==> src/rtl/reg_rr_arbiter.sv <==
// Round-robin arbiter that loads one requester's word per cycle into a shared output register.
// The pointer rotates past each granted requester so that all requesters get fair service.
module reg_rr_arbiter #(
    parameter int W = 8,
    parameter int N = 4
) (
    input  logic                 clk,
    input  logic                 resetn,
    input  logic [N-1:0]         req_valid,
    input  logic [N*W-1:0]       req_data,
    output logic [N-1:0]         req_ready,
    output logic [W-1:0]         d_out,
    output logic                 d_out_valid,
    input  logic                 d_out_ready,
    output logic [$clog2(N)-1:0] d_out_src,
    output logic [15:0]          acc_cnt
);

    localparam int SW = $clog2(N);

    logic [W-1:0]  r_dout;
    logic [SW-1:0] r_src;
    logic          r_full;
    logic [SW-1:0] r_ptr;
    logic [15:0]   r_cnt;

    logic          w_can_load;
    logic          w_any;
    logic [SW-1:0] w_gnt;
    logic          w_accept;

    // Scan from the highest offset down so the closest requester after ptr wins.
    always_comb begin
        w_any = 1'b0;
        w_gnt = '0;
        for (int k = N - 1; k >= 0; k--) begin
            if (req_valid[r_ptr + SW'(k)]) begin
                w_any = 1'b1;
                w_gnt = r_ptr + SW'(k);
            end
        end
    end

    assign w_can_load = resetn && (!r_full || d_out_ready);
    assign w_accept   = w_can_load && w_any;

    always_comb begin
        req_ready = '0;
        for (int i = 0; i < N; i++) begin
            req_ready[i] = w_accept && (w_gnt == SW'(i));
        end
    end

    always_ff @(posedge clk or negedge resetn) begin
        if (!resetn) begin
            r_dout <= '0;
            r_src  <= '0;
            r_full <= 1'b0;
            r_ptr  <= '0;
            r_cnt  <= '0;
        end else if (w_accept) begin
            r_dout <= req_data[w_gnt*W +: W];
            r_src  <= w_gnt;
            r_full <= 1'b1;
            r_ptr  <= w_gnt + SW'(1);
            r_cnt  <= r_cnt + 16'd1;
        end else if (r_full && d_out_ready) begin
            r_full <= 1'b0;
        end
    end

    assign d_out       = r_dout;
    assign d_out_valid = r_full;
    assign d_out_src   = r_src;
    assign acc_cnt     = r_cnt;

endmodule

==> config.mk <==
export PLATFORM = sky130hd
export DESIGN_NAME = reg_rr_arbiter
export DESIGN_NICKNAME = d
export VERILOG_FILES = /design/src/rtl/reg_rr_arbiter.sv
export SDC_FILE = /design/constraint.sdc
export NUM_CORES = 1
export LEC_CHECK = 0
export CAP_MARGIN = 20
export CORE_ASPECT_RATIO = 1.1
export CORE_MARGIN = 10
export CORE_UTILIZATION = 38
export CTS_CLUSTER_SIZE = 24
export DETAILED_ROUTE_END_ITERATION = 6
export PLACE_DENSITY = 0.86
export SYNTH_ARGS = -nofsm -noshare
export SYNTH_HDL_FRONTEND = slang
export SYNTH_SLANG_ARGS = --single-unit
export TNS_END_PERCENT = 5
==> constraint.sdc <==
create_clock -name clk -period 1.8 [get_ports clk]
set_input_delay 0.45 -clock clk [delete_from_list [all_inputs] [get_ports clk]]
set_output_delay 0.45 -clock clk [all_outputs]
set_load 0.01 [all_outputs]
# Yosys cells after proc, flatten, opt, wreduce, memory -nomap -nowiden

Cells that the tools add are included.
W data, S select, Z words.

RAM bits: 0
Memory bits (read-only): 0
Input port bits: 39
Register bits after elaboration: 29
Memories kept: 0
Bits in latches: 0
Output and inout bits: 31
Word-level logic and storage cells: 47

Shift-type cells: 1
Reductions and logical operators: 11
Magnitude comparators: 4
$add $sub $neg: 5
Equal/unequal tests: 3
Bitwise logic cells: 0
Div/mod/pow operators: 0
Multiplexer cells: 18
$mul: 0

Operators with widths:

| operator                | number |
|---|---|
| $shiftx A32 B6 Y8       | 1 |
| $add A16 B1 Y16 const B | 1 |
| $lt A2 B3 Y1 const B    | 4 |
| $mux W1                 | 10 |
| $bmux W1 S2             | 4 |
| $mux W2                 | 4 |
| $logic_and A1 B1 Y1     | 7 |
| $add A2 B1 Y2 const B   | 2 |
| $add A2 B2 Y2 const B   | 2 |
| $eq A2 B2 Y1 const B    | 2 |
| $eq A2 B1 Y1 const B    | 1 |
| $logic_not A2 Y1        | 1 |
| $reduce_bool A2 Y1      | 1 |
| $logic_not A1 Y1        | 1 |
| $logic_or A1 B1 Y1      | 1 |

# Logic depth before layout (Yosys ltp)

Depth after elaboration: 9
Gate-level depth with buffers: 8
Gate-level depth less buffers: 5

# Least setup slack after synthesis

No wires, ideal clock.

Path type: register -> output
From: register r_ptr[1]
To: output port req_ready[1]
Required time: 1.350 ns
Stages on the path, launching flop included: 8
Arrival time: 1.501 ns
Path buffers: 2
Setup slack: -0.151 ns
Cells stage by stage: dfrtp_1 > buf_6 > mux2i_1 > nor2_2 > nor3_1 > buf_4 > nand2_1 > nor2_1

Word-level cells in the longest chain between the ends: 9
Elaborated cells between the ends (all ways): 22
Those cells by class: add/sub (3); eq/ne (1); mux (16); reduce/logical (2)

RTL lines:

| what                                                | RTL line | text |
|---|---|---|
| start, declared                                     | 24       | `logic [SW-1:0] r_ptr;` |
| start signal, assigned                              | 65       | `r_ptr <= w_gnt + SW'(1);` |
| $add A2 B2 Y2                                       | 37, 39   |  |
| $bmux W1 S2                                         | 37       | `if (req_valid[r_ptr + SW'(k)]) begin` |
| $mux W1 (not written as such)                       | 37       |  |
| $mux W2 or $mux W1 (tied branches) (4 in a row)     | 37       |  |
| $eq A2 B1 Y1 or $logic_and A1 B1 Y1 (tied branches) | 50, 45   |  |
| $logic_and A1 B1 Y1 *                               | 50       | `req_ready[i] = w_accept && (w_gnt == SW'(i));` |
| end, declared                                       | 11       | `output logic [N-1:0] req_ready,` |

Every way passes the cells marked *; elsewhere a longest branch is shown, timed or not. The select of a mux whose other input is x is not followed.

# Final worst setup path

From: register r_ptr[1]
To: output port req_ready[0]

Word-level cells in the longest chain between the ends: 9
Elaborated cells between the ends (all ways): 22
Those cells by class: add/sub (3); mux (16); reduce/logical (3)

RTL lines:

| what                                                    | RTL line |
|---|---|
| $add A2 B2 Y2                                           | 37, 39 |
| $bmux W1 S2                                             | 37 |
| $mux W1 (not written as such)                           | 37 |
| $mux W2 or $mux W1 (tied branches) (4 in a row)         | 37 |
| $logic_not A2 Y1 or $logic_and A1 B1 Y1 (tied branches) | 50, 45 |
| $logic_and A1 B1 Y1 *                                   | 50 |

Marks and branches as above.

==> run metrics <==
Synth top area share 45.42%; RR Endpoint d_out[6]; CTS tree built; fin crit share 114.4%; number of buffer and inverter stages on the critical path 3; CP endpoint req_ready[0]; clk slew on worst S/H paths 0.06 ns; Seq/Total Area, Yosys 45.42%; wire length of the first global-routing pass 8487 um; worst vdd ir 0.6635 mV; worst path arrival time 1.61 ns; Post-Synth XOR/XNOR Area 8.771%; full die area 7201 um^2; post-synth top area cell dfrtp_1; max-cap violations 0; Total GRT Usage 14.98%; largest family of logic cells by synthesized area simple AND/OR/NAND/NOR gates; most common cell in the netlist dfrtp_1; placed cell count 294; CTS Buf Count 5; Syn. warnings 0; DP Wirelength 3935 um; CP max-delay cell dfrtp_2; drt first pass iters 4; Rel. slew slack 72.69%; clock root cell clkbuf_8; vias in the first global route 1737; Nets 295; IO Pins 70; Residual DRC 0; Post-Syn Nets 201; Core ar. 4024 um^2; worst slew pin tran 0.4040 ns; pwr dens 1075 nW/um^2; initial antenna violation count 0; Max Transition Viols Final 0; CP endpoint kind primary output; mean post-synth cell area 9.924 um^2; Async SR Flop Fraction 100.0%; worst min path class in -> async; post-synthesis compound-gate area fraction 16.84%; PortBufs 69; list of most frequent post-synthesis cells dfrtp_1 (29), nand2_1 (24), a211oi_1 (14); Leak Pwr 1.135 nW; Worst Skew 0.005088 ns; Final Routed Wirelength 5456 um; ant diodes 0; nature of the critical path startpoint flop; failing checks negative setup slack; Tot Pwr 0.002946 W; synthesized area 1598 um^2; share of cells above drive strength 1 29.30%; setup violators final 12; drt initial violations 58; Initial Util 39.71%; critical path class reg -> out; H-Tree Depth 2; wire per inst 17.71 um; clock sink count 29; crit path launch r_ptr[1]; WP depth 7; non-filler instance count after layout 308; WP data required 1.35 ns; count of hold buffers inserted by post-cts repair 0; Rows 24; FF-to-FF Start r_ptr[1]; hold slack 0.4557 ns; Yosys reg bits 29; Final Hold Viols 0; Tmin final 2.059 ns; clock latency at the later pin of the worst-skew pair 0.28 ns; via count 1645; Reg2Reg Setup Slack -0.12 ns; cells after synthesis 161; vias per std cell 5.341; r2r worst-path depth 7; Simple-Gate Fraction of Synth Area 23.10%; RSZ-0062 raised after global routing yes; setup ws final -0.2593 ns; ANT nets after route 0; Post-synth EDFFs 0; global placement routability congestion 0.8555; pin count of the biggest net entering global routing 30; Max stage delay on crit path 0.45 ns; main flop type after synthesis dfrtp_1; dominant cells by area after synthesis dfrtp_1 (45%), xnor2_1 (7.1%), a211oi_1 (6.6%), nand2_1 (5.6%), a221oi_1 (4.4%); Die Height 88.01 um; delay-heaviest family, CP flip-flops; Max Root-Sink Buffers 2; Synth cell types 34; Max Freq 0.4856 GHz; Post-Place Setup Slack -1.019 ns; critical path fanouts, max 4; status complete, but fails checks; Syn-to-layout area delta 71.57%; Post-Synth Adder-Cell Area 0.7831%; Critical Path, Cell by Cell buf_6 > nand2b_4 > a21oi_4 > nor3_4 > buf_6 > nor3_4 > buf_2; mux contribution to synthesized area 0.6265%; total grt overflow 0; die width 81.83 um; Setup Total Neg Slack -1.726 ns
[cell type report]
class	count	area [um^2]
Timing Repair Buffer	97	900.9
Multi-Input combinational cell	121	940.9
Clock inverter	1	5.005
Clock buffer	7	96.34
Fill cell	313	1282
Sequential cell	29	729.5
Inverter	1	3.754
Tap cell	52	65.06
[through the flow]
step / instance area (um^2) / utilization [%]
6_report: 2741 / 68.13
5_1_grt: 2741 / 68.13
3_3_place_gp: 2476 / 61.54
4_1_cts: 2716 / 67.51
3_5_place_dp: 2476 / 61.54
2_1_floorplan: 1625 / -
[worst min path at each step]
| stage | startpoint | end | slack, ns |
|---|---|---|---|
| 3_5_place_dp | acc_cnt[15] | acc_cnt[15] | 0.46 |
| 2_1_floorplan | resetn | acc_cnt[0] | 0.15 |
| 4_1_cts | resetn | acc_cnt[13] | 0.46 |
| 3_3_place_gp | acc_cnt[15] | acc_cnt[15] | 0.45 |
| 5_1_grt | resetn | acc_cnt[0] | 0.49 |
| 6_report | resetn | acc_cnt[12] | 0.46 |
[placed cells by master (no fill, tap or decap), drive strengths merged, types with 2 or more instances in the layout]
cell type | netlist | final
clkdlybuf4s50 | 0 | 59
nor4b | 8 | 8
xnor2 | 13 | 13
and4 | 4 | 4
and2 | 2 | 2
nand3 | 3 | 3
nor2 | 15 | 15
buf | 7 | 34
xor2 | 3 | 3
o21ai | 2 | 2
clkbuf | 3 | 7
a21oi | 3 | 3
nand2 | 24 | 24
nand2b | 4 | 4
nand4 | 4 | 4
clkdlybuf4s15 | 0 | 2
dfrtp | 29 | 29
a221oi | 8 | 8
nor3 | 3 | 3
a211oi | 16 | 16
[where the power goes]
part,leakage (nW),internal [W],switching (W),total [W]
Clock,0.0542,0.000345,0.000243,0.000588
Sequential,0.358,0.000821,0.000153,0.000974
Combinational,0.722,0.000769,0.000615,0.00138
[sequential cells by signal, indices dropped and copies added, names as in the netlist]
signal       cells
d_out_valid      1
acc_cnt         16
d_out            8
d_out_src        2
r_ptr            2
[routing by layer]
metal	GRT usage [%]	share of wire, %
met1	15.64	39
met2	27.46	52
met3	3.996	6.5
met4	6.037	2.6
met5	0	0
[worst register-to-register path, stage by stage, from the launching register on]
cell	delay, ns
dfrtp_2	0.42
mux2i_1	0.24
nor2_2	0.08
buf_4	0.17
or3_4	0.40
buf_6	0.15
a211oi_2	0.22
a221oi_1	0.12
[logic make-up (layout without fill, tap and decap cells)]
kind of cell | Yosys count | count (layout)
adder cells (fa/ha/maj) | 1 | 1
buffers and inverters | 11 | 106
multiplexers | 1 | 1
flip-flops | 29 | 29
AO/OA/AOI/OAI | 34 | 34
XOR/XNOR | 16 | 16
AND/OR/NAND/NOR | 69 | 69
[repair_timing]
action | CTS | global route
pin swaps | 7 | 3
gates resized for setup | 55 | 9
buffers inserted | 6 | 0
gates cloned | 0 | 0
setup endpoints to repair | 32 | 24
Note: power is estimated with default switching activity, not from simulation.
